===== src/rtl/adder_err_pkg.sv =====
// Shared definitions for the approximate-adder error monitor.
// Holds the run-control state encoding and the width constants that the
// interface and the top level derive their buses from.
package adder_err_pkg;

  localparam int WIDTH = 16;                // operand width
  localparam int CNT_W = 32;                // sample / error counter width
  localparam int SUM_W = WIDTH + 1;         // width of exact and approximate sums
  localparam int ACC_W = WIDTH + 1 + CNT_W; // sum of |error| can never overflow

  typedef enum logic [1:0] {
    IDLE  = 2'd0,
    RUN   = 2'd1,
    DRAIN = 2'd2,
    DONE  = 2'd3
  } state_t;

endpackage


===== src/rtl/adder_err_if.sv =====
// Bus between the sample source / result reader and adder_err_monitor.
// master: drives run control and samples, reads results.
// slave : the monitor itself.
//   start, num_samples          run control (start is a one-cycle pulse)
//   in_valid/in_ready           sample handshake
//   op_a, op_b, approx_sum      one sample from the adder under evaluation
//   busy, done                  run status
//   err_count, sum_abs_err,
//   max_abs_err, worst_a/b      accumulated error metrics
interface adder_err_if;

  logic                             start;
  logic [adder_err_pkg::CNT_W-1:0]  num_samples;
  logic                             in_valid;
  logic                             in_ready;
  logic [adder_err_pkg::WIDTH-1:0]  op_a;
  logic [adder_err_pkg::WIDTH-1:0]  op_b;
  logic [adder_err_pkg::SUM_W-1:0]  approx_sum;
  logic                             busy;
  logic                             done;
  logic [adder_err_pkg::CNT_W-1:0]  err_count;
  logic [adder_err_pkg::ACC_W-1:0]  sum_abs_err;
  logic [adder_err_pkg::SUM_W-1:0]  max_abs_err;
  logic [adder_err_pkg::WIDTH-1:0]  worst_a;
  logic [adder_err_pkg::WIDTH-1:0]  worst_b;

  modport master (
    output start, num_samples, in_valid, op_a, op_b, approx_sum,
    input  in_ready, busy, done, err_count, sum_abs_err, max_abs_err,
           worst_a, worst_b
  );

  modport slave (
    input  start, num_samples, in_valid, op_a, op_b, approx_sum,
    output in_ready, busy, done, err_count, sum_abs_err, max_abs_err,
           worst_a, worst_b
  );

endinterface


===== src/rtl/adder_err_calc.sv =====
// Combinational error arithmetic for one sample of an OPW-bit adder.
//   op_a, op_b   in   operands
//   approx_sum   in   approximate adder result (OPW+1 bits)
//   abs_err      out  |(op_a + op_b) - approx_sum|, OPW+1 bits
//   is_err       out  approximate result differs from the exact sum
module adder_err_calc #(
  parameter int OPW = 16
) (
  input  logic [OPW-1:0] op_a,
  input  logic [OPW-1:0] op_b,
  input  logic [OPW:0]   approx_sum,
  output logic [OPW:0]   abs_err,
  output logic           is_err
);

  logic        [OPW:0]   exact;
  logic signed [OPW+1:0] diff;

  assign exact  = {1'b0, op_a} + {1'b0, op_b};
  // One extra bit keeps the difference of two unsigned OPW+1-bit values
  // representable as signed; its magnitude always fits back in OPW+1 bits.
  assign diff    = $signed({1'b0, exact}) - $signed({1'b0, approx_sum});
  assign abs_err = diff[OPW+1] ? (OPW+1)'(-diff) : (OPW+1)'(diff);
  assign is_err  = (exact != approx_sum);

endmodule


===== src/rtl/adder_err_monitor.sv =====
// Streaming error-metric accumulator for a 16-bit approximate adder.
//   clk  in  rising-edge clock
//   rst  in  asynchronous active-high reset
//   bus  slave side of adder_err_if (run control, samples, results)
// Accepted samples pass through two stages: stage 1 registers the operands
// and the error arithmetic, stage 2 folds them into the accumulators.
// After the last accept the block drains for two cycles, then holds DONE.
module adder_err_monitor
  import adder_err_pkg::*;
(
  input  logic       clk,
  input  logic       rst,
  adder_err_if.slave bus
);

  state_t             state, state_nx;
  logic [CNT_W-1:0]   num_lat;
  logic [CNT_W-1:0]   accepted;
  logic               drain_cnt;
  logic               in_ready, busy, done;
  logic               accept, go, last;

  logic [SUM_W-1:0]   calc_abs;
  logic               calc_err;

  logic               s1_valid, s1_err;
  logic [WIDTH-1:0]   s1_a, s1_b;
  logic [SUM_W-1:0]   s1_abs;

  logic [CNT_W-1:0]   err_count;
  logic [ACC_W-1:0]   sum_abs_err;
  logic [SUM_W-1:0]   max_abs_err;
  logic [WIDTH-1:0]   worst_a, worst_b;

  adder_err_calc #(.OPW(WIDTH)) u_calc (
    .op_a       (bus.op_a),
    .op_b       (bus.op_b),
    .approx_sum (bus.approx_sum),
    .abs_err    (calc_abs),
    .is_err     (calc_err)
  );

  assign accept = bus.in_valid && in_ready;
  assign go     = ((state == IDLE) || (state == DONE)) && bus.start;
  assign last   = accept && ((accepted + CNT_W'(1)) == num_lat);

  // NOTE: sequential state uses non-blocking assignments so every register
  // samples pre-edge values, regardless of process evaluation order.
  always_ff @(posedge clk or posedge rst) begin
    if (rst) state <= IDLE;
    else     state <= state_nx;
  end

  // NOTE: state_nx is defaulted first so no path through the case can
  // leave it unassigned and infer a latch.
  always_comb begin
    state_nx = state;
    case (state)
      IDLE, DONE: if (bus.start) state_nx = (bus.num_samples == '0) ? DONE : RUN;
      RUN:        if (last)      state_nx = DRAIN;
      DRAIN:      if (drain_cnt) state_nx = DONE;
      default:                   state_nx = IDLE;
    endcase
  end

  // Handshake and status depend on registered state only.
  always_comb begin
    in_ready = 1'b0;
    busy     = 1'b0;
    done     = 1'b0;
    case (state)
      RUN: begin
        busy     = 1'b1;
        in_ready = (accepted < num_lat);
      end
      DRAIN:   busy = 1'b1;
      DONE:    done = 1'b1;
      default: ;
    endcase
  end

  // Run bookkeeping and both pipeline stages.
  always_ff @(posedge clk or posedge rst) begin
    if (rst) begin
      num_lat     <= '0;
      accepted    <= '0;
      drain_cnt   <= 1'b0;
      s1_valid    <= 1'b0;
      s1_err      <= 1'b0;
      s1_a        <= '0;
      s1_b        <= '0;
      s1_abs      <= '0;
      err_count   <= '0;
      sum_abs_err <= '0;
      max_abs_err <= '0;
      worst_a     <= '0;
      worst_b     <= '0;
    end else begin
      // Two-cycle drain: 0 on the first DRAIN cycle, 1 on the second.
      drain_cnt <= (state == DRAIN) ? ~drain_cnt : 1'b0;
      if (go) begin
        num_lat     <= bus.num_samples;
        accepted    <= '0;
        s1_valid    <= 1'b0;
        err_count   <= '0;
        sum_abs_err <= '0;
        max_abs_err <= '0;
        worst_a     <= '0;
        worst_b     <= '0;
      end else begin
        accepted <= accepted + CNT_W'(accept);
        s1_valid <= accept;
        if (accept) begin
          s1_a   <= bus.op_a;
          s1_b   <= bus.op_b;
          s1_abs <= calc_abs;
          s1_err <= calc_err;
        end
        if (s1_valid) begin
          err_count   <= err_count + CNT_W'(s1_err);
          sum_abs_err <= sum_abs_err + ACC_W'(s1_abs);
          // Strictly greater: on a tie the earlier sample stays the worst.
          if (s1_abs > max_abs_err) begin
            max_abs_err <= s1_abs;
            worst_a     <= s1_a;
            worst_b     <= s1_b;
          end
        end
      end
    end
  end

  assign bus.in_ready    = in_ready;
  assign bus.busy        = busy;
  assign bus.done        = done;
  assign bus.err_count   = err_count;
  assign bus.sum_abs_err = sum_abs_err;
  assign bus.max_abs_err = max_abs_err;
  assign bus.worst_a     = worst_a;
  assign bus.worst_b     = worst_b;

endmodule


===== src/flat_wrapper.sv =====
// flat-port wrapper written by rule: the top's interface ports become plain ports
module adder_err_monitor_flat import adder_err_pkg::*;
  (clk, rst, bus_start, bus_num_samples, bus_in_valid, bus_op_a, bus_op_b, bus_approx_sum, bus_in_ready, bus_busy, bus_done, bus_err_count, bus_sum_abs_err, bus_max_abs_err, bus_worst_a, bus_worst_b);
  adder_err_if bus_i ();
  input  logic clk;
  input  logic rst;
  input wire logic [$bits(bus_i.start)-1:0] bus_start;
  input wire logic [$bits(bus_i.num_samples)-1:0] bus_num_samples;
  input wire logic [$bits(bus_i.in_valid)-1:0] bus_in_valid;
  input wire logic [$bits(bus_i.op_a)-1:0] bus_op_a;
  input wire logic [$bits(bus_i.op_b)-1:0] bus_op_b;
  input wire logic [$bits(bus_i.approx_sum)-1:0] bus_approx_sum;
  output wire logic [$bits(bus_i.in_ready)-1:0] bus_in_ready;
  output wire logic [$bits(bus_i.busy)-1:0] bus_busy;
  output wire logic [$bits(bus_i.done)-1:0] bus_done;
  output wire logic [$bits(bus_i.err_count)-1:0] bus_err_count;
  output wire logic [$bits(bus_i.sum_abs_err)-1:0] bus_sum_abs_err;
  output wire logic [$bits(bus_i.max_abs_err)-1:0] bus_max_abs_err;
  output wire logic [$bits(bus_i.worst_a)-1:0] bus_worst_a;
  output wire logic [$bits(bus_i.worst_b)-1:0] bus_worst_b;
  assign bus_i.start = bus_start;
  assign bus_i.num_samples = bus_num_samples;
  assign bus_i.in_valid = bus_in_valid;
  assign bus_i.op_a = bus_op_a;
  assign bus_i.op_b = bus_op_b;
  assign bus_i.approx_sum = bus_approx_sum;
  assign bus_in_ready = bus_i.in_ready;
  assign bus_busy = bus_i.busy;
  assign bus_done = bus_i.done;
  assign bus_err_count = bus_i.err_count;
  assign bus_sum_abs_err = bus_i.sum_abs_err;
  assign bus_max_abs_err = bus_i.max_abs_err;
  assign bus_worst_a = bus_i.worst_a;
  assign bus_worst_b = bus_i.worst_b;
  adder_err_monitor u_core (.clk(clk), .rst(rst), .bus(bus_i));
endmodule

===== config.mk =====
export PLATFORM = sky130hd
export DESIGN_NAME = adder_err_monitor_flat
export DESIGN_NICKNAME = d
export VERILOG_FILES = /design/src/rtl/adder_err_pkg.sv /design/src/rtl/adder_err_if.sv /design/src/rtl/adder_err_calc.sv /design/src/rtl/adder_err_monitor.sv /design/src/flat_wrapper.sv
export SDC_FILE = /design/constraint.sdc
export NUM_CORES = 1
export LEC_CHECK = 0
export CAP_MARGIN = 20
export CORE_MARGIN = 4
export CORE_UTILIZATION = 52
export CTS_BUF_LIST = sky130_fd_sc_hd__clkbuf_8
export CTS_CLUSTER_SIZE = 40
export DETAILED_ROUTE_END_ITERATION = 10
export HOLD_SLACK_MARGIN = 0.06
export PLACE_DENSITY_LB_ADDON = 0.05
export SETUP_SLACK_MARGIN = 0.1
export SYNTH_ARGS = -nofsm -noshare
export SYNTH_HDL_FRONTEND = slang
export SYNTH_SLANG_ARGS = --single-unit

===== constraint.sdc =====
create_clock -name clk -period 9 [get_ports clk]
set_clock_uncertainty 0.2 [all_clocks]
set_input_delay 1.8 -clock clk [delete_from_list [all_inputs] [get_ports clk]]
set_output_delay 1.8 -clock clk [all_outputs]
set_load 0.01 [all_outputs]

; After elaboration in Yosys (flattened, before gate mapping)
; Index checks and enable logic that the tools add are counted.
[word_totals]
latch_bits = 0
mem_count = 0
word_cells = 71
ff_bits = 248
out_inout_bits = 133
romBits = 0
mem_bits_rw = 0
[op_classes]
addsub = 7
n_eq_ne = 8
n_div = 0
mux = 25
bitwise = 2
multipliers = 0
n_reduce_logical = 13
shift = 0
order_cmp = 2
[op_table]
columns = operator, count
row1 = $mux 49, 2
row2 = $mux 16, 6
row3 = $mux 32, 3
row4 = $mux 17, 4
row5 = $add 32x1->32, 2
row6 = $add 49x17->49, 1
row7 = $add 32x1->32 const B, 1
row8 = $eq 32x32->1, 1
row9 = $logic_not 32->1, 1
row10 = $lt 32x32->1, 1
row11 = $sub 17x17->18, 1
row12 = $add 16x16->17, 1
row13 = $gt 17x17->1, 1
row14 = $ne 17x17->1, 1
row15 = $neg 17->17, 1
row16 = $mux 2, 4
row17 = $pmux 2 s3, 1
row18 = $mux 1, 5
row19 = $eq 2x2->1 const B, 2
row20 = $ne 2x1->1 const B, 2
row21 = $reduce_and 2->1, 2
row22 = $reduce_bool 2->1, 2
row23 = $reduce_or 2->1, 2
row24 = $logic_and 1x1->1, 3
row25 = other kinds (6), 7

; Longest topological paths before layout
; Gate-level depths: netlist (run 1).
[depth]
depth_word = 6
ltp_mapped = 21
depth_no_buf = 21

; By module
; Synthesis (run 1) repeated with hierarchy kept, for this count alone.
[unflattened]
hier_cells = 1666
area_unflattened_um2 = 15630.0
[modules_own_cells]
columns = mod, cells_each, seq_area_each_um2, instances, area_each_um2
row1 = adder_err_monitor, 1369, 6206.0, 1, 13536.7
row2 = adder_err_calc, 297, 0.0, 1, 2093.3

; Worst setup path before layout (run 1)
; OpenSTA, ideal clock, no wires.
[synth_timing]
path_kind = in2reg
start = input bus_op_b[0]
end = register u_core.s1_abs[15]
cell_stages = 20
path_buffers = 0
required_ns = 8.675
setup_slack_ns = 2.947
arrival_time_ns = 5.728
cell_sequence = ha_1 -> inv_1 -> fa_1 -> inv_1 -> a21oi_1 -> o21bai_1 -> a21o_1 -> a31o_2 -> a41o_1 -> o41ai_1 -> xnor2_1 -> ha_1 -> and2_1 -> and3_1 -> a211oi_1 -> xnor2_1 -> nor3_1 -> a41oi_1 -> xnor2_1 -> mux2_2
[synth_between]
elab_chain_len = 4
[synth_lines]
columns = item, line_no
row1 = from (decl), flat_wrapper.sv:11  ; input wire logic [$bits(bus_i.op_b)-1:0] bus_op_b;
row2 = $add 16x16->17 (*), adder_err_calc.sv:19  ; assign exact = {1'b0, op_a} + {1'b0, op_b};
row3 = $sub 17x17->18 (*), adder_err_calc.sv:22  ; assign diff = $signed({1'b0, exact}) - $signed({1'b0, approx_sum});
row4 = $neg 17->17, adder_err_calc.sv:23  ; assign abs_err = diff[OPW+1] ? (OPW+1)'(-diff) : (OPW+1)'(diff);
row5 = $mux 17 (*), adder_err_calc.sv:23
row6 = to (signal assigned), adder_err_monitor.sv:116  ; s1_abs <= calc_abs;
row7 = to (decl), adder_err_monitor.sv:28  ; logic [SUM_W-1:0] s1_abs;
; Mark *: on every way between the ends. The rest lies on a longest branch, timed or not.
; A chain may end at the register's enable or synchronous reset.

; Worst setup path in the final report (run 1)
; Ends and elaborated chain as after synthesis.

==> results of run 1 <==
[routing by layer]
metal,GRT usage,routed length [µm],share of wire
met4,0.0717,1010,0.023
met2,0.407,20600,0.46
met5,0,0,0
met1,0.344,20100,0.45
met3,0.0554,2860,0.064
[cells in the mapped netlist, types with 4 or more instances]
| cell type | n | area share |
|---|---|---|
| nor2_1 | 177 | 0.040 |
| nand2b_1 | 15 | 0.0056 |
| nor4_1 | 19 | 0.0071 |
| a21oi_1 | 67 | 0.020 |
| buf_4 | 6 | 0.0027 |
| and3_1 | 68 | 0.026 |
| xnor2_1 | 80 | 0.042 |
| ha_1 | 109 | 0.082 |
| a21o_1 | 20 | 0.0090 |
| nand2_1 | 158 | 0.036 |
| mux2_2 | 29 | 0.020 |
| buf_1 | 10 | 0.0023 |
| o21ai_1 | 19 | 0.0057 |
| o211ai_1 | 9 | 0.0041 |
| a41oi_1 | 4 | 0.0021 |
| nor2b_1 | 13 | 0.0049 |
| a32oi_1 | 16 | 0.0084 |
| nand4_1 | 38 | 0.014 |
| o31ai_1 | 8 | 0.0036 |
| mux2i_1 | 40 | 0.024 |
| o21a_1 | 21 | 0.0095 |
| o21ai_0 | 68 | 0.020 |
| clkbuf_1 | 82 | 0.019 |
| and4_1 | 4 | 0.0021 |
| a211oi_1 | 6 | 0.0027 |
| dfrtp_1 | 248 | 0.37 |
| a211o_1 | 36 | 0.019 |
| o41ai_1 | 4 | 0.0021 |
| inv_1 | 95 | 0.021 |
| a31oi_1 | 4 | 0.0015 |
| and2_1 | 10 | 0.0038 |
| xor2_1 | 82 | 0.043 |
| nand3_1 | 95 | 0.029 |
| o21bai_1 | 4 | 0.0018 |
| a32o_1 | 33 | 0.020 |
| nor3_1 | 47 | 0.014 |
| or2_2 | 5 | 0.0019 |
| or3_1 | 19 | 0.0071 |
[worst max-delay path: stages]
cell,delay [ns]
clkdlybuf4s50_1,0.49
ha_1,0.25
inv_1,0.07
fa_1,0.19
inv_1,0.05
a21oi_1,0.12
o21bai_1,0.11
a21o_1,0.21
a31o_2,0.26
a41o_1,0.25
o41ai_1,0.42
xnor2_1,0.13
ha_1,0.38
and2_1,0.23
and3_1,0.20
a211oi_1,0.40
xnor2_1,0.16
nor3_1,0.33
a41oi_1,0.19
xnor2_1,0.18
mux2_2,0.28
[final cells by class]
type,count,area share
Antenna cell,1,0.000125
Multi-Input combinational cell,1402,0.482
Tap cell,402,0.0250
Timing Repair Buffer,232,0.114
Inverter,95,0.0181
Sequential cell,248,0.309
Clock buffer,66,0.0452
Clock inverter,21,0.00586
[layout by cell type, fill, tap and decap left out, drive strengths merged, types with 8 or more instances in the layout]
| cell type | instances |
|---|---|
| xor2 | 82 |
| nor2 | 179 |
| o21a | 21 |
| a211o | 36 |
| nand3 | 95 |
| and2 | 10 |
| clkdlybuf4s50 | 217 |
| nor4 | 21 |
| inv | 111 |
| a21oi | 67 |
| mux2 | 32 |
| o31ai | 8 |
| ha | 109 |
| nand2b | 15 |
| o21ai | 87 |
| or3 | 20 |
| nand2 | 158 |
| dfrtp | 248 |
| xnor2 | 80 |
| mux2i | 40 |
| and3 | 69 |
| a32o | 33 |
| nor3 | 48 |
| o211ai | 9 |
| clkbuf | 66 |
| nor2b | 14 |
| buf | 15 |
| a32oi | 16 |
| nand4 | 41 |
| a21o | 20 |
[per-stage QoR]
stage	setup WS (ns)	cells	cell area, µm²
3_5_place_dp	2.07	2379	19100
6_report	2.55	2467	20100
5_1_grt	2.22	2466	20100
3_3_place_gp	2.07	2377	19000
2_1_floorplan	0.185	1848	16600
4_1_cts	2.59	2466	20100
[logic make-up (layout without fill, tap and decap cells)]
| kind of cell | count (synthesis) | in the layout |
|---|---|---|
| flip-flops | 248 | 248 |
| AND/OR/NAND/NOR | 699 | 699 |
| adder cells (fa/ha/maj) | 112 | 112 |
| buffers and inverters | 198 | 414 |
| other | 0 | 1 |
| multiplexers | 72 | 72 |
| AO/OA/AOI/OAI | 357 | 357 |
| XOR/XNOR | 162 | 162 |
[state kept, by name, indices dropped and copies added, names as in the netlist, 2 cells and up]
signal                  count
u_core.s1_a                16
u_core.accepted            32
u_core.num_lat             32
u_core.bus.max_abs_err     17
u_core.bus.err_count       32
u_core.s1_b                16
u_core.bus.sum_abs_err     49
u_core.bus.worst_a         16
u_core.state                2
u_core.s1_abs              17
u_core.bus.worst_b         16
[power by group through the flow]
stage / sequential [mW] / clock, mW / combinational, mW
final: 1.72 / 1.18 / 2.81
after global routing: 1.76 / 1.26 / 3.15
after CTS: 1.71 / 1.21 / 2.82
after detailed placement: 1.73 / 0 / 2.81
after global placement: 1.72 / 0 / 2.74
after floorplan: 1.71 / 0 / 1.96
[final timing paths]
check,end,cells after the start
worst max-delay path,u_core.s1_abs[15],21
worst min-delay path,u_core.drain_cnt,1
worst max register to register,u_core.accepted[30],17
worst min register to register,u_core.drain_cnt,1
max in group asynchronous,u_core.s1_abs[16],3
min in group asynchronous,u_core.bus.err_count[10],2
==> reports/metrics.cfg, run 1 <==
[yosys]
synth_xor_area_frac = 0.0853
synth_compound_area_frac = 0.153
synth.area.mux_share = 0.0460
synth-adder-area-share = 0.0856
synth_edf_count = 0
synth_ff_type = dfrtp_1
synth_top_family_by_area = simple AND/OR/NAND/NOR gates
synthArstFlopShare = 1.00
yosysWarnings = 0
yosys_register_bits = 248
synthesis.nets = 2045
synthesis.area_mm2 = 0.0166
yosys.cell_types.count = 88
avgSynthCellArea_um2 = 9.00
yosys.area_share.simple = 0.210
yosysSeqAreaShare = 0.373
syn_inst = 1848

[clock_network]
insertion_delay_ns = 0.57
htreeDepth = 2
cts_buffer_depth = 3
cts_buffers = 48
cts_sinks = 248
hold_buffers = 0
path_clk_slew_ns = 0.06
post_cts_buffers = 0
cts_resized = 0
clockRootBuffer = clkbuf_8
cts_tree = built

[route]
ant_nets = 0
wl_per_cell_um = 18.1
drc_errors = 0
avgViaCountPerCell = 5.85
dr.pass1.iters = 5
drt_iter0_drc = 945
vias = 14400
wl_um = 44500

[worst_setup_path]
crit_start = bus_op_b[0]
rr_startpoint = u_core.accepted[9]
required_ns = 9.22
r2r_slack_ns = 3.60
path_max_fanout = 8
start_kind = input port
end_kind = flip-flop
worstPathArrival_ns = 6.68
critical_path_class = input port to flip-flop

[place]
gp_congestion = 0.879
port_buffers = 217
post-dp-hpwl_um = 31900

[sta]
drv_slew = 0
maxSlewHeadroom = 0.355
hold_slack_ns = 0.220
rsz0062_at_grt = no
setup_viol = 0
worst_pin_slew_ns = 0.968
finalHoldViolations = 0
fin_crit_sh = 0.717
fin_tns_setup_ns = 0
period_needed_ns = 6.45
fmax_mhz = 155

[layout]
final_nets = 2224
area_growth_pct = 20.8
multi_input_area_mm2 = 0.00969
drive_gt1_frac = 0.0732
finalCoreUtilization = 0.636
seqCellArea_mm2 = 0.00621
fillers = 2709

[power_and_ir_drop]
power.density_mw_per_mm2 = 284
pwr-share-seq = 0.301
switching_power_mw = 2.31
power.share.clock = 0.206
swShare = 0.405
p_leak_nw = 9.14
intPower_mw = 3.40
power_mw = 5.71
ir_drop_mv = 0.188
p_comb_frac = 0.493

[die]
start_util = 0.527
num_rows = 65
fp.dieW_um = 187
fp.dieArea_mm2 = 0.0349
num_io_pins = 218
die_y_um = 187
design.core.area_mm2 = 0.0316

[min_path]
min_path_type = flip-flop to flip-flop
min-delay-start = u_core.drain_cnt

[global_routing]
grt_start_max_net_pins = 130
grt_overflow = 0
grtUsageTotal = 0.252
grt_pass1_wl_um = 74400
grt_pass1_vias = 14300
antenna_found_initial = 0

[run_status]
status = complete, no violations

[job]
maxCapViolCount = 0

Power figures use the tool's default switching activity.
==> inputs of run 2 (changes only) <==
--- a/config.mk
+++ b/config.mk
@@ -7,7 +7,7 @@
 export LEC_CHECK = 0
 export CAP_MARGIN = 20
 export CORE_MARGIN = 4
-export CORE_UTILIZATION = 52
+export CORE_UTILIZATION = 58
 export CTS_BUF_LIST = sky130_fd_sc_hd__clkbuf_8
 export CTS_CLUSTER_SIZE = 40
 export DETAILED_ROUTE_END_ITERATION = 10
==> constraint.sdc (replaced) <==
create_clock -name clk -period 6.6 [get_ports clk]
set_clock_uncertainty 0.2 [all_clocks]
set_input_delay 1.32 -clock clk [delete_from_list [all_inputs] [get_ports clk]]
set_output_delay 1.32 -clock clk [all_outputs]
set_load 0.01 [all_outputs]
==> run 2 against run 1 <==
  * Setup slack worse by 1.7 ns
  * First-iteration DRC count is 16% higher
  * Largest cell class unchanged
  * Critical path depth stayed put
  * Register-to-register slack worse by 2.5 ns
  * Global-route usage is 2.5 points higher
  * Sequential power is 36% higher
  * Largest power group unchanged
  * Critical path type unchanged
  * Clock-buffer cell count is 11 lower
  * Die area is 9.9% lower
  * Hold slack better by 0.0087 ns
  * Cell count is 1.1% lower
  * Wire length is 1.2% lower
  * Via count is 0.72% higher
==> reports/metrics.cfg, run 2 (same netlist as run 1, synthesis figures left out) <==
[clock_network]
cts_resized = 0
cts_buffers = 45
hold_buffers = 0
htreeDepth = 2
cts_buffer_depth = 3
path_clk_slew_ns = 0.06
post_cts_buffers = 0
cts_sinks = 248
insertion_delay_ns = 0.56
clockRootBuffer = clkbuf_8
cts_tree = built

[die]
num_io_pins = 218
fp.dieArea_mm2 = 0.0314
start_util = 0.594
num_rows = 61
design.core.area_mm2 = 0.0280
die_y_um = 177
fp.dieW_um = 177

[place]
port_buffers = 217
post-dp-hpwl_um = 31600
gp_congestion = 0.884

[sta]
rsz0062_at_grt = no
worst_pin_slew_ns = 1.12
drv_slew = 0
maxSlewHeadroom = 0.252
fin_tns_setup_ns = 0
fmax_mhz = 175
period_needed_ns = 5.71
finalHoldViolations = 0
setup_viol = 0
fin_crit_sh = 0.866

[worst_setup_path]
rr_startpoint = u_core.accepted[9]
r2r_cells = 17
critical_path_class = input port to flip-flop
end_kind = flip-flop
required_ns = 6.83
r2r_end = u_core.accepted[30]
worstPathArrival_ns = 5.95
r2r_slack_ns = 1.10
path_max_fanout = 4
start_kind = input port
crit_start = bus_op_b[0]

[layout]
final_cell_mix = dfrtp_1 (248), clkdlybuf4s50_1 (217), nor2_1 (177)
fillers = 2188
layout_commonest_cell = dfrtp_1
multi_input_area_mm2 = 0.00969
largest_reg_flops = 49
area_growth_pct = 20.5
n_antenna_cell = 0
final_nets = 2224
seqCellArea_mm2 = 0.00621
drive_gt1_frac = 0.0727
regMostFlops = u_core.bus.sum_abs_err

[route]
ant_nets = 0
wl_um = 44000
drc_errors = 0
dr.pass1.iters = 6
drt_iter0_drc = 1094
avgViaCountPerCell = 5.95
wl_per_cell_um = 18.0
vias = 14500

[power_and_ir_drop]
power_mw = 7.75
switching_power_mw = 3.16
p_comb_frac = 0.498
swShare = 0.407
intPower_mw = 4.59
power.share.clock = 0.200
pwr-share-seq = 0.302
ir_drop_mv = 0.235
p_leak_nw = 9.13
power.density_mw_per_mm2 = 387

[min_path]
min_delay_path_depth = 1
min-delay-start = u_core.drain_cnt
min_path_type = flip-flop to flip-flop
hold_end = u_core.drain_cnt

[job]
maxCapViolCount = 0

[global_routing]
grt_overflow = 0
grt_pass1_wl_um = 72000
grtUsageTotal = 0.277
antenna_found_initial = 2
grt_start_max_net_pins = 169
grt_pass1_vias = 14400

[run_status]
status = complete, no violations

run 2: cell types whose count changed in the layout (fill, tap and decap cells not counted), moves of 2 or more:
| cell | change |
|---|---|
| clkinv_2 | +4 |
| clkbuf_8 | -11 |
| buf_4 | +2 |
| bufinv_16 | +2 |
run 2: worst max-delay path: stages:
cell and delay [ns]:
clkdlybuf4s50_1 0.47, ha_1 0.24, inv_1 0.07, fa_1 0.20, inv_1 0.05, a21oi_1 0.11, o21bai_1 0.10, a21o_1 0.20
a31o_2 0.25, a41o_1 0.25, o41ai_1 0.41, xnor2_1 0.18, ha_1 0.26, and2_1 0.19, and3_1 0.20, a211oi_1 0.34
xnor2_1 0.15, nor3_1 0.34, a41oi_1 0.19, xnor2_1 0.16, mux2_2 0.26
run 2: how the worst max path moves through the flow:
| stage | to | slack (ns) | cells after the start |
|---|---|---|---|
| 2_1_floorplan | u_core.s1_abs[15] | 1.03 | 20 |
| 3_3_place_gp | u_core.s1_abs[15] | 0.35 | 21 |
| 3_5_place_dp | u_core.s1_abs[15] | 0.33 | 21 |
| 4_1_cts | u_core.s1_abs[15] | 0.89 | 21 |
| 5_1_grt | u_core.s1_abs[15] | 0.50 | 21 |
| 6_report | u_core.s1_abs[15] | 0.89 | 21 |
run 2: layout make-up:
cell class              count  share of cell area
clock inverters            28              0.0104
clock buffers              55              0.0378
repair buffers            235               0.117
well taps                 378              0.0236
multi-input cells        1402               0.484
inverters                  95              0.0180
flip-flops and latches    248               0.310
run 2: through the flow:
stage / instances / hold slack (ns) / setup slack [ns] / utilization / instance area (µm²)
final: 2441 / 0.229 / 0.886 / 0.715 / 20000
after CTS: 2439 / 0.229 / 0.892 / 0.714 / 20000
after global placement: 2356 / 0.225 / 0.346 / 0.679 / 19000
after detailed placement: 2356 / 0.224 / 0.327 / 0.679 / 19000
after floorplan: 1848 / 0.204 / 1.03 / - / 16600
after global routing: 2441 / 0.239 / 0.503 / 0.715 / 20000
run 2: metal layers:
layer,vias up,wire [µm],global-route usage
li1,6986,-,-
met1,6974,19200,0.373
met2,486,20400,0.453
met3,85,3190,0.0618
met4,4,1120,0.0780
met5,-,25,0
run 2: power groups by stage:
stage	logic (mW)	clock network (mW)	registers [mW]
final	3.86	1.55	2.34
after global placement	3.72	0	2.35
after global routing	4.30	1.66	2.39
after floorplan	2.67	0	2.33
after detailed placement	3.83	0	2.36
after CTS	3.86	1.58	2.34
==> inputs of run 3 (changes only) <==
--- a/config.mk
+++ b/config.mk
@@ -6,6 +6,7 @@
 export NUM_CORES = 1
 export LEC_CHECK = 0
 export CAP_MARGIN = 20
+export CORE_ASPECT_RATIO = 1.4
 export CORE_MARGIN = 4
 export CORE_UTILIZATION = 58
 export CTS_BUF_LIST = sky130_fd_sc_hd__clkbuf_8
==> run 3 against run 2 <==
  * Flip-flop and latch count stayed put
  * Hold slack better by 0.015 ns
  * Critical path depth stayed put
  * Core utilization is 0.84 points lower
  * Non-clock buffer count is 3 higher
  * Critical path type unchanged
  * Wire length is 2.8% higher
  * Sequential power hardly changed
  * Clock power hardly changed
  * Power hardly changed
  * Cell count is 0.20% lower
  * Clock-buffer cell count is 1 higher
  * Register-to-register slack better by 0.77 ns
==> reports/metrics.cfg, run 3 (same netlist as run 1, synthesis figures left out) <==
[layout]
regMostFlops = u_core.bus.sum_abs_err
final_nets = 2224
finalInstanceArea_mm2 = 0.0200
finalCoreUtilization = 0.707
area_growth_pct = 20.4
final_cell_mix = dfrtp_1 (248), clkdlybuf4s50_1 (217), nor2_1 (177)
instances_no_fill = 2436
largest_reg_flops = 49
layout_commonest_cell = dfrtp_1
fillers = 2340
n_antenna_cell = 0
drive_gt1_frac = 0.0718

[clock_network]
clockRootBuffer = clkbuf_8
cts_resized = 0
insertion_delay_ns = 0.57
cts_sinks = 248
post_cts_buffers = 0
cts_buffer_depth = 3
cts_buffers = 42
htreeDepth = 2
hold_buffers = 0
path_clk_slew_ns = 0.06
cts_tree = built

[route]
wl_um = 45300
wl_per_cell_um = 18.6
dr.pass1.iters = 5
drc_errors = 0
ant_nets = 0
vias = 14600
drt_iter0_drc = 741
avgViaCountPerCell = 5.98

[worst_setup_path]
critical_path_class = input port to flip-flop
worstPathArrival_ns = 6.07
start_kind = input port
path_max_fanout = 8
end_kind = flip-flop
required_ns = 6.86

[job]
maxCapViolCount = 0

[power_and_ir_drop]
ir_drop_mv = 0.280
power_mw = 7.75
p_leak_nw = 9.12
power.density_mw_per_mm2 = 387

[run_status]
status = complete, no violations

[global_routing]
grt_overflow = 0
grt_pass1_vias = 14500
grt_start_max_net_pins = 170
antenna_found_initial = 0
grt_pass1_wl_um = 73800
grtUsageTotal = 0.288

[sta]
maxSlewHeadroom = 0.285
drv_slew = 0
fin_crit_sh = 0.881
worst_pin_slew_ns = 1.07
finalHoldViolations = 0
rsz0062_at_grt = no
setup_ws_ns = 0.788
fin_tns_setup_ns = 0
fmax_mhz = 172
hold_slack_ns = 0.244
period_needed_ns = 5.81
setup_viol = 0

[die]
design.core.area_mm2 = 0.0283
num_rows = 73
die_y_um = 208
num_io_pins = 218
start_util = 0.587
fp.dieArea_mm2 = 0.0315
fp.dieW_um = 151

[place]
post-dp-hpwl_um = 32800
dp_cells = 2358
port_buffers = 217
gp_congestion = 0.904
place_ws_ns = 0.204
placed_area_mm2 = 0.0191

[min_path]
min_path_type = flip-flop to flip-flop

==> run 3: final timing paths <==
path,to,cells past startpoint,from,slack [ns]
max,u_core.s1_abs[15],21,bus_op_b[0],0.79
min,u_core.drain_cnt,1,u_core.drain_cnt,0.24
max reg2reg,u_core.accepted[30],19,u_core.accepted[9],1.87
min reg2reg,u_core.drain_cnt,1,u_core.drain_cnt,0.24
max in group asynchronous,u_core.s1_abs[9],3,rst,4.02
min in group asynchronous,u_core.bus.err_count[12],2,rst,0.87
==> run 3: area by class of cell <==
cell class              instances  area, µm²  area share
multi-input cells            1402       9690       0.484
flip-flops and latches        248       6210       0.310
repair buffers                238       2340       0.117
clock buffers                  56        771      0.0385
well taps                     375        469      0.0234
inverters                      95        360      0.0180
clock inverters                22        175     0.00875
==> run 3: power breakdown <==
| group | total, mW | switching [mW] | internal, mW |
|---|---|---|---|
| clock network | 1.53 | 0.652 | 0.878 |
| logic | 3.85 | 2.11 | 1.74 |
| registers | 2.37 | 0.388 | 1.98 |
| total | 7.75 | 3.15 | 4.60 |
==> run 3: critical path: stages <==
cell             delay [ns]
clkdlybuf4s50_1        0.50
ha_1                   0.26
inv_1                  0.07
fa_1                   0.20
inv_1                  0.06
a21oi_1                0.12
o21bai_1               0.10
a21o_1                 0.20
a31o_2                 0.25
a41o_1                 0.25
o41ai_1                0.40
xnor2_1                0.14
ha_1                   0.38
and2_1                 0.23
and3_1                 0.20
a211oi_1               0.36
xnor2_1                0.16
nor3_1                 0.28
a41oi_1                0.18
xnor2_1                0.16
mux2_2                 0.26
==> run 3: layer usage <==
metal  track usage  share of wire
met3        0.0597          0.058
met5             0              0
met2         0.506           0.51
met1         0.333           0.38
met4         0.130          0.046
==> RTL edit: new RTL, config.mk and constraints of run 1 <==
`WIDTH`: 16 -> 24.
--- a/src/rtl/adder_err_pkg.sv
+++ b/src/rtl/adder_err_pkg.sv
@@ -4,5 +4,5 @@
 package adder_err_pkg;
 
-  localparam int WIDTH = 16;                // operand width
+  localparam int WIDTH = 24;                // operand width
   localparam int CNT_W = 32;                // sample / error counter width
   localparam int SUM_W = WIDTH + 1;         // width of exact and approximate sums
Interface: changed (7 resized); port bits go from 218 to 274. The function was not compared with the original's and may differ.
==> RTL edit against run 1 <==
  * Hold slack got worse by 0.0084 ns
  * Largest power group unchanged
  * Utilization increased by 0.90 points
  * Setup slack got worse by 0.78 ns
  * Area after synthesis increased by 17%
  * Final area increased by 18%
  * Power increased by 24%
  * Routed wire length increased by 18%
  * Sequential cell count increased by 56
==> RTL edit: results (changes against run 1) <==
place:
  dp.cells: 2779  # was 2379
  gp_congestion: 0.898  # was 0.879
  hpwl_mm: 38.9  # was 31.9 mm
  port-buffer-count: 273  # was 217
  pre_cts_ws_ns: 1.15  # was 2.07 ns
finish:
  nFillCells: 3118  # was 2709
  largest_reg_flops: 57  # was 49
  drive_gt1_frac: 0.0709  # was 0.0732
  final_nets: 2620  # was 2224
global_route:
  grt_max_degree: 162  # was 130
  grtUsageTotal: 0.255  # was 0.252
  grt_pass1_wl_mm: 85.8  # was 74.4 mm
  grt_pass1_vias: 16300  # was 14300
setup_path:
  max_stage_delay_ns: 0.55  # was 0.49 ns
  arrival_ns: 7.56  # was 6.68 ns
  crit_slowest_cell: "or4_4"  # was clkdlybuf4s50_1
  crit_fanout: 10  # was 8
  crit_family: "simple AND/OR/NAND/NOR gates"  # was compound AO/OA/AOI/OAI gates
synthesis:
  syn-num-nets: 2363  # was 2045
  ys_seq_area_frac: 0.391  # was 0.373
  ys_types: 79  # was 88
  synth_commonest_cells: "304 x dfrtp_1, 249 x nor2_1, 170 x nand2_1"  # was 248 x dfrtp_1, 177 x nor2_1, 158 x nand2_1
  netlist_instances: 2110  # was 1848
  synth_area_leaders: "dfrtp_1 39%, ha_1 9.1%, mux2i_1 5.0%"  # was dfrtp_1 37%, ha_1 8.2%, xor2_1 4.3%
route:
  post_drt_via_cell_ratio: 5.62  # was 5.85
  wl_per_cell_um: 18.2  # was 18.1 µm
  drt_iter0_drc: 1025  # was 945
  wl_mm: 52.5  # was 44.5 mm
power:
  ir_worst_vdd_uv: 172  # was 188 µV
  total_leakage_power_nw: 10.5  # was 9.14 nW
  intPower_mw: 4.18  # was 3.40 mW
timing:
  max_slew_margin: 0.305  # was 0.355
run_status:
  status: "finished, final reports clean"  # unchanged
min_path:
  min_path_type: "reg -> reg"  # unchanged
RTL edit: cell types whose count changed in the layout (fill, tap and decap cells not counted), moves of 54 or more:
cell	delta
clkdlybuf4s50_1	+56
mux2i_1	+57
nand3_1	-57
o21ai_0	+54
nor2_1	+71
dfrtp_1	+55
RTL edit: stage by stage:
step                      hold slack, ns  area [µm²]  utilization  total power [mW]
after global placement             0.206       22600        0.613              5.59
after global routing               0.248       23700        0.645              7.61
final                              0.212       23700        0.645              7.05
after detailed placement           0.205       22600        0.613              5.67
after CTS                          0.214       23700        0.645              7.11
after floorplan                    0.188       19500            -              4.50
RTL edit: cell type report:
cell class,count,area share
Timing Repair Buffer,283,0.119
Clock buffer,69,0.0400
Clock inverter,32,0.00980
Inverter,115,0.0183
Multi-Input combinational cell,1609,0.468
Tap cell,468,0.0247
Sequential cell,304,0.320
Antenna cell,2,0.000211
RTL edit: logic make-up after synthesis:
kind of cell	after synthesis	synth area share
xor gates and xnor gates	193	0.0873
and+or+nand+nor	745	0.187
buffers and inverters	197	0.0391
muxes	149	0.0802
DFF	304	0.391
AOI/OAI and AO/OA	378	0.121
adders and majority gates	144	0.0938
RTL edit: final timing paths:
| check | from | endpoint | slack (ns) | depth (start not counted) |
|---|---|---|---|---|
| max reg2reg | u_core.accepted[4] | u_core.accepted[27] | 4.20 | 13 |
| min reg2reg | u_core.drain_cnt | u_core.drain_cnt | 0.21 | 1 |
| min | u_core.drain_cnt | u_core.drain_cnt | 0.21 | 1 |
| min in group asynchronous | rst | u_core.accepted[16] | 1.28 | 2 |
| max in group asynchronous | rst | u_core.bus.worst_b[11] | 6.09 | 3 |
| max | bus_op_a[8] | u_core.s1_abs[24] | 1.77 | 22 |
RTL edit: layer usage:
metal | vias to the layer above | part of all wire | track usage
met1 | 7863 | 0.44 | 0.336
li1 | 7932 | - | -
met3 | 66 | 0.040 | 0.0374
met4 | 0 | 0.018 | 0.0715
met2 | 336 | 0.50 | 0.441
met5 | - | 0 | 0
RTL edit: power groups by stage:
stage,clock [mW],combinational [mW],sequential [mW]
3_3_place_gp,0,3.36,2.24
2_1_floorplan,0,2.32,2.18
6_report,1.39,3.44,2.22
5_1_grt,1.49,3.84,2.28
4_1_cts,1.43,3.45,2.23
3_5_place_dp,0,3.43,2.24
